$ cat src/rtl/pixel_mux_stream.sv
// pixel_mux_stream
//   N_IN-channel colour-word selector with valid/ready streaming. The chosen word
//   goes through a registered output stage backed by one skid register, so the
//   upstream ready never depends combinationally on out_ready. The channel is
//   picked directly from sel, or round-robin starting at rr_ptr. Each output word
//   carries the index of the channel it came from.
//
// Ports
//   clk        in   system clock, rising edge
//   rst_n      in   asynchronous active-low reset
//   mode       in   0 = direct (sel), 1 = round-robin
//   sel        in   [SEL_W-1:0]       channel select in direct mode
//   in_data    in   [N_IN*DATA_W-1:0] channel k at [k*DATA_W +: DATA_W]
//   in_valid   in   [N_IN-1:0]        per-channel valid
//   in_ready   out  [N_IN-1:0]        per-channel ready, one-hot or zero
//   out_data   out  [DATA_W-1:0]      selected colour word
//   out_ch     out  [SEL_W-1:0]       source channel of out_data
//   out_valid  out  out_data/out_ch valid
//   out_ready  in   downstream ready
//   sel_err    out  one-cycle pulse: direct mode with sel >= N_IN
module pixel_mux_stream #(
    parameter int DATA_W = 24,
    parameter int N_IN   = 8,
    parameter int SEL_W  = 3
) (
    input  logic                     clk,
    input  logic                     rst_n,
    input  logic                     mode,
    input  logic [SEL_W-1:0]         sel,
    input  logic [N_IN*DATA_W-1:0]   in_data,
    input  logic [N_IN-1:0]          in_valid,
    output logic [N_IN-1:0]          in_ready,
    output logic [DATA_W-1:0]        out_data,
    output logic [SEL_W-1:0]         out_ch,
    output logic                     out_valid,
    input  logic                     out_ready,
    output logic                     sel_err
);

    // One extra bit so comparisons against N_IN work even when N_IN == 2**SEL_W.
    localparam logic [SEL_W:0]   N_IN_W  = (SEL_W+1)'(N_IN);
    localparam logic [SEL_W-1:0] LAST_CH = SEL_W'(N_IN - 1);

    logic [DATA_W-1:0] out_data_q, out_data_d;
    logic [SEL_W-1:0]  out_ch_q,   out_ch_d;
    logic              out_valid_q, out_valid_d;
    logic [DATA_W-1:0] sr_data_q,  sr_data_d;
    logic [SEL_W-1:0]  sr_ch_q,    sr_ch_d;
    logic              skid_full_q, skid_full_d;
    logic [SEL_W-1:0]  rr_ptr_q,   rr_ptr_d;
    logic              sel_err_q,  sel_err_d;

    logic [SEL_W-1:0]  grant;
    logic              grant_valid;
    logic [SEL_W:0]    cand;
    logic [DATA_W-1:0] in_word;
    logic              accept;
    logic              drain;

    // Grant selection.
    always_comb begin
        // NOTE: every always_comb output gets a default first so no path leaves it unassigned and infers a latch.
        grant       = '0;
        grant_valid = 1'b0;
        cand        = '0;
        if (!mode) begin
            if ({1'b0, sel} < N_IN_W) begin
                grant       = sel;
                grant_valid = 1'b1;
            end
        end else begin
            // Scan from the farthest offset back to rr_ptr so the nearest valid channel wins.
            for (int i = N_IN - 1; i >= 0; i--) begin
                cand = {1'b0, rr_ptr_q} + (SEL_W+1)'(i);
                if (cand >= N_IN_W) begin
                    cand = cand - N_IN_W;
                end
                if (in_valid[cand[SEL_W-1:0]]) begin
                    grant       = cand[SEL_W-1:0];
                    grant_valid = 1'b1;
                end
            end
        end
    end

    assign in_word = in_data[int'(grant)*DATA_W +: DATA_W];
    assign accept  = grant_valid & in_valid[grant] & ~skid_full_q;
    assign drain   = out_valid_q & out_ready;

    // Ready only depends on skid occupancy, never on out_ready.
    always_comb begin
        in_ready = '0;
        if (rst_n && grant_valid && !skid_full_q) begin
            in_ready[grant] = 1'b1;
        end
    end

    // Output register / skid register next state, strict FIFO order.
    always_comb begin
        out_data_d  = out_data_q;
        out_ch_d    = out_ch_q;
        out_valid_d = out_valid_q;
        sr_data_d   = sr_data_q;
        sr_ch_d     = sr_ch_q;
        skid_full_d = skid_full_q;
        rr_ptr_d    = rr_ptr_q;
        sel_err_d   = ~mode & ({1'b0, sel} >= N_IN_W);

        if (skid_full_q) begin
            // in_ready is low while the skid is full, so only a drain can happen.
            if (drain) begin
                out_data_d  = sr_data_q;
                out_ch_d    = sr_ch_q;
                skid_full_d = 1'b0;
            end
        end else if (accept) begin
            if (!out_valid_q || out_ready) begin
                out_data_d  = in_word;
                out_ch_d    = grant;
                out_valid_d = 1'b1;
            end else begin
                sr_data_d   = in_word;
                sr_ch_d     = grant;
                skid_full_d = 1'b1;
            end
        end else if (drain) begin
            out_valid_d = 1'b0;
        end

        if (accept) begin
            rr_ptr_d = (grant == LAST_CH) ? '0 : grant + 1'b1;
        end
    end

    always_ff @(posedge clk or negedge rst_n) begin
        if (!rst_n) begin
            // NOTE: the skid payload is reset as well so a mid-stream reset leaves no stale word behind.
            out_data_q  <= '0;
            out_ch_q    <= '0;
            out_valid_q <= 1'b0;
            sr_data_q   <= '0;
            sr_ch_q     <= '0;
            skid_full_q <= 1'b0;
            rr_ptr_q    <= '0;
            sel_err_q   <= 1'b0;
        end else begin
            // NOTE: non-blocking assignments so every flop samples the pre-edge values of the others.
            out_data_q  <= out_data_d;
            out_ch_q    <= out_ch_d;
            out_valid_q <= out_valid_d;
            sr_data_q   <= sr_data_d;
            sr_ch_q     <= sr_ch_d;
            skid_full_q <= skid_full_d;
            rr_ptr_q    <= rr_ptr_d;
            sel_err_q   <= sel_err_d;
        end
    end

    assign out_data  = out_data_q;
    assign out_ch    = out_ch_q;
    assign out_valid = out_valid_q;
    assign sel_err   = sel_err_q;

endmodule

$ cat config.mk
export PLATFORM = sky130hd
export DESIGN_NAME = pixel_mux_stream
export DESIGN_NICKNAME = d
export VERILOG_FILES = /design/src/rtl/pixel_mux_stream.sv
export SDC_FILE = /design/constraint.sdc
export NUM_CORES = 1
export LEC_CHECK = 0
export CORE_MARGIN = 2
export CORE_UTILIZATION = 40
export CTS_BUF_LIST = sky130_fd_sc_hd__clkbuf_8 sky130_fd_sc_hd__clkbuf_16
export DETAILED_ROUTE_END_ITERATION = 10
export GPL_TIMING_DRIVEN = 0
export PLACE_DENSITY = 0.77
export SLEW_MARGIN = 30
export SYNTH_ARGS = -nofsm -noshare
export SYNTH_HDL_FRONTEND = slang
export SYNTH_SLANG_ARGS = --single-unit
$ cat constraint.sdc
create_clock -name clk -period 12.5 [get_ports clk]
set_clock_uncertainty 0.1 [all_clocks]
set_input_delay 2.5 -clock clk [delete_from_list [all_inputs] [get_ports clk]]
set_output_delay 2.5 -clock clk [all_outputs]
set_load 0.02 [all_outputs]
==> impl_metrics.json <==
{
  "status": "finished clean",
  "synthesis.nets": 818,
  "syn_area_um2": 5560,
  "die_w_um": 122,
  "cts_tree": "yes",
  "fp.dieArea_um2": 14800,
  "yosysSeqAreaShare_pct": 26.6,
  "worstMarginPinSlew_ps": 920,
  "grt_overflow": 0,
  "cts_buffers": 9,
  "rrSetupSlack_ps": 6940,
  "p_leak_nw": 4.04,
  "clk_pin_slew_ps": 50,
  "finalHoldViolations": 0,
  "cts_hold_buffers": 0,
  "r2r_start": "rr_ptr_q[1]",
  "slew_headroom_pct": 38.7,
  "synth-seq-cells": 59,
  "clock-sinks": 59,
  "grt_max_degree": 52,
  "rsz0062_at_grt": "no",
  "start_util_pct": 40.5,
  "track_usage_pct": 28.0,
  "fillCellCount": 1194,
  "avgSynthCellArea_um2": 9.15,
  "synth-edff-count": 0,
  "synth_top_flop_cell": "dfrtp_1",
  "syn_to_final_growth_pct": 52.4,
  "clockPowerShare_pct": 10.3,
  "final_antenna_net_count": 0,
  "hpwl_mm": 16.5,
  "setup_viol": 0,
  "cts_setup_buffers": 0,
  "gp_congestion": 0.903,
  "layout.cells.most_common_list": "clkdlybuf4s50_1, mux2i_1, inv_1",
  "grt_pass1_vias": 5798,
  "dr.pass1.iters": 8,
  "cts_root_buf": "clkbuf_16",
  "hp-start": "sr_ch_q[1]",
  "via_per_inst": 5.61,
  "clk_latency_ps": 320,
  "crit_path_start_kind": "primary input",
  "regToRegEndpoint": "out_data[20]",
  "avgRoutedWirePerCell_um": 20.3,
  "p_sw_share_pct": 48.5,
  "design.core.area_um2": 13700,
  "end_kind": "output port",
  "final_area_um2": 8470,
  "num_rows": 43,
  "final_common_cell": "clkdlybuf4s50_1",
  "hold_path_class": "flop to flop",
  "grt_pass1_wl_mm": 31.6,
  "final.setup.tns_ps": 0,
  "p_int_mw": 1.19,
  "route.detailed.drc": 0,
  "die_h_um": 122,
  "synth_area_leaders": "mux2i_1, dfrtp_1, a22oi_1",
  "power_frac_comb_pct": 75.1,
  "cp_max_fo": 10,
  "whs_path_depth": 1,
  "antenna_cells": 0,
  "max_cap_viol_count": 0,
  "multiInputGateArea_um2": 3590,
  "seqPwrFrac_pct": 14.6,
  "yosysTopAreaCellShare_pct": 29.2,
  "nets": 1067,
  "power-per-cell-area_nw_per_um2": 273,
  "max-vdd-ir-drop_mv": 0.147,
  "synthArstFlopShare_pct": 100,
  "final_util_pct": 61.7,
  "drv_slew": 0,
  "holdPathEnd": "sr_ch_q[1]",
  "drive_gt1_share_pct": 7.90,
  "place.port_buffers": 237,
  "synth.largest_area_cell": "mux2i_1",
  "wirelength_mm": 21.1,
  "critPathKind": "primary input to output port",
  "placed_area_um2": 8180,
  "num_io_pins": 244,
  "antenna_found_initial": 0,
  "fmaxAchievable_ghz": 0.103,
  "vias": 5838,
  "syn_inst": 607,
  "clockBufferDepth": 2,
  "power_switching_mw": 1.12,
  "r2r_cells": 15,
  "seq_area_um2": 1480,
  "ys_types": 54,
  "cts-resized-gates": 0,
  "required_ps": 9900,
  "finalCriticalPeriod_ps": 9680,
  "cp.arrival_ps": 7080,
  "cts_max_level": 3,
  "ys_warn_count": 0,
  "drt_iter0_markers": 497,
  "period_share_pct": 77.4,
  "crit_path_start": "in_valid[6]"
}
==> worst max-delay path, cell delays in order <==
cell	delay (ps)
clkdlybuf4s50_1	600
mux4_2	630
mux2i_2	370
mux2_1	200
nand2_1	70
or4_4	590
a21oi_1	730
clkbuf_1	520
inv_1	120
nor2_1	130
clkdlybuf4s50_1	610
==> final cells by class <==
type,instances,share of cell area (%)
timing repair buffer,238,28.3
buffer,45,2.97
tap,180,2.66
inverter,63,2.79
clock buffer,10,2.82
sequential,59,17.4
clock inverter,6,0.591
multi-input combinational,440,42.4
==> cell families (layout without fill, tap and decap cells) <==
family	count (synthesis)	in the layout	synth area share, %
other cells	1	1	0.0675
xor+xnor	4	4	0.631
buf+inv	108	362	8.78
compound gates	126	126	16.2
simple gates	115	115	9.50
flops	59	59	26.6
fa+ha+maj	4	4	0.901
mux	190	190	37.3
==> worst max-delay path by stage <==
| stage | end | slack [ps] |
|---|---|---|
| floorplan | in_ready[1] | 4340 |
| global placement | in_ready[7] | 2870 |
| detailed placement | in_ready[7] | 2950 |
| CTS | in_ready[7] | 2920 |
| global route | in_ready[7] | 2650 |
| finish | in_ready[7] | 2820 |
==> power by group through the flow <==
stage                     clock network, mW  registers, mW  logic (mW)
after floorplan                           0          0.390        1.14
after global placement                    0          0.336        1.69
after detailed placement                  0          0.339        1.71
after CTS                             0.240          0.338        1.72
after global routing                  0.248          0.348        1.87
final                                 0.238          0.338        1.73
==> flip-flops by register name, indices dropped and copies added (netlist names) <==
signal / flops
skid_full_q: 1
rr_ptr_q: 3
sr_data_q: 24
sr_ch_q: 3
out_valid: 1
out_data: 24
out_ch: 3
==> synth_stat cells, types with 2 or more instances <==
| cell type | number |
|---|---|
| mux2_2 | 8 |
| and3_1 | 2 |
| o22ai_1 | 2 |
| o21ai_0 | 16 |
| clkbuf_1 | 23 |
| mux2i_1 | 162 |
| buf_6 | 6 |
| buf_2 | 9 |
| a31oi_1 | 25 |
| a21oi_1 | 7 |
| nand2_1 | 39 |
| nand3_1 | 6 |
| ha_1 | 4 |
| o2111ai_1 | 3 |
| a211oi_1 | 2 |
| xnor2_1 | 3 |
| a22oi_1 | 52 |
| a32oi_1 | 2 |
| buf_4 | 7 |
| clkinv_1 | 2 |
| nand4b_1 | 2 |
| and2_1 | 2 |
| inv_2 | 2 |
| mux2_1 | 7 |
| mux4_2 | 12 |
| o211a_1 | 2 |
| a2111oi_0 | 2 |
| nor2b_1 | 6 |
| inv_1 | 59 |
| o311a_1 | 2 |
| dfrtp_1 | 59 |
| nor3_1 | 8 |
| nand2b_1 | 3 |
| nor2_1 | 41 |
==> metal layers <==
metal	track usage (%)	part of all wire [%]
met1	37.8	42
met2	45.3	47
met3	4.92	8.2
met4	9.55	2.7
met5	0	0
==> per-stage QoR <==
step | cells | setup slack, ps | hold WS (ps) | power [mW]
floorplan | 607 | 4340 | 360 | 1.53
global placement | 1024 | 2870 | 369 | 2.03
detailed placement | 1025 | 2950 | 381 | 2.05
CTS | 1041 | 2920 | 392 | 2.30
global route | 1041 | 2650 | 409 | 2.47
finish | 1041 | 2820 | 389 | 2.31
(Power assumes the default switching activity.)
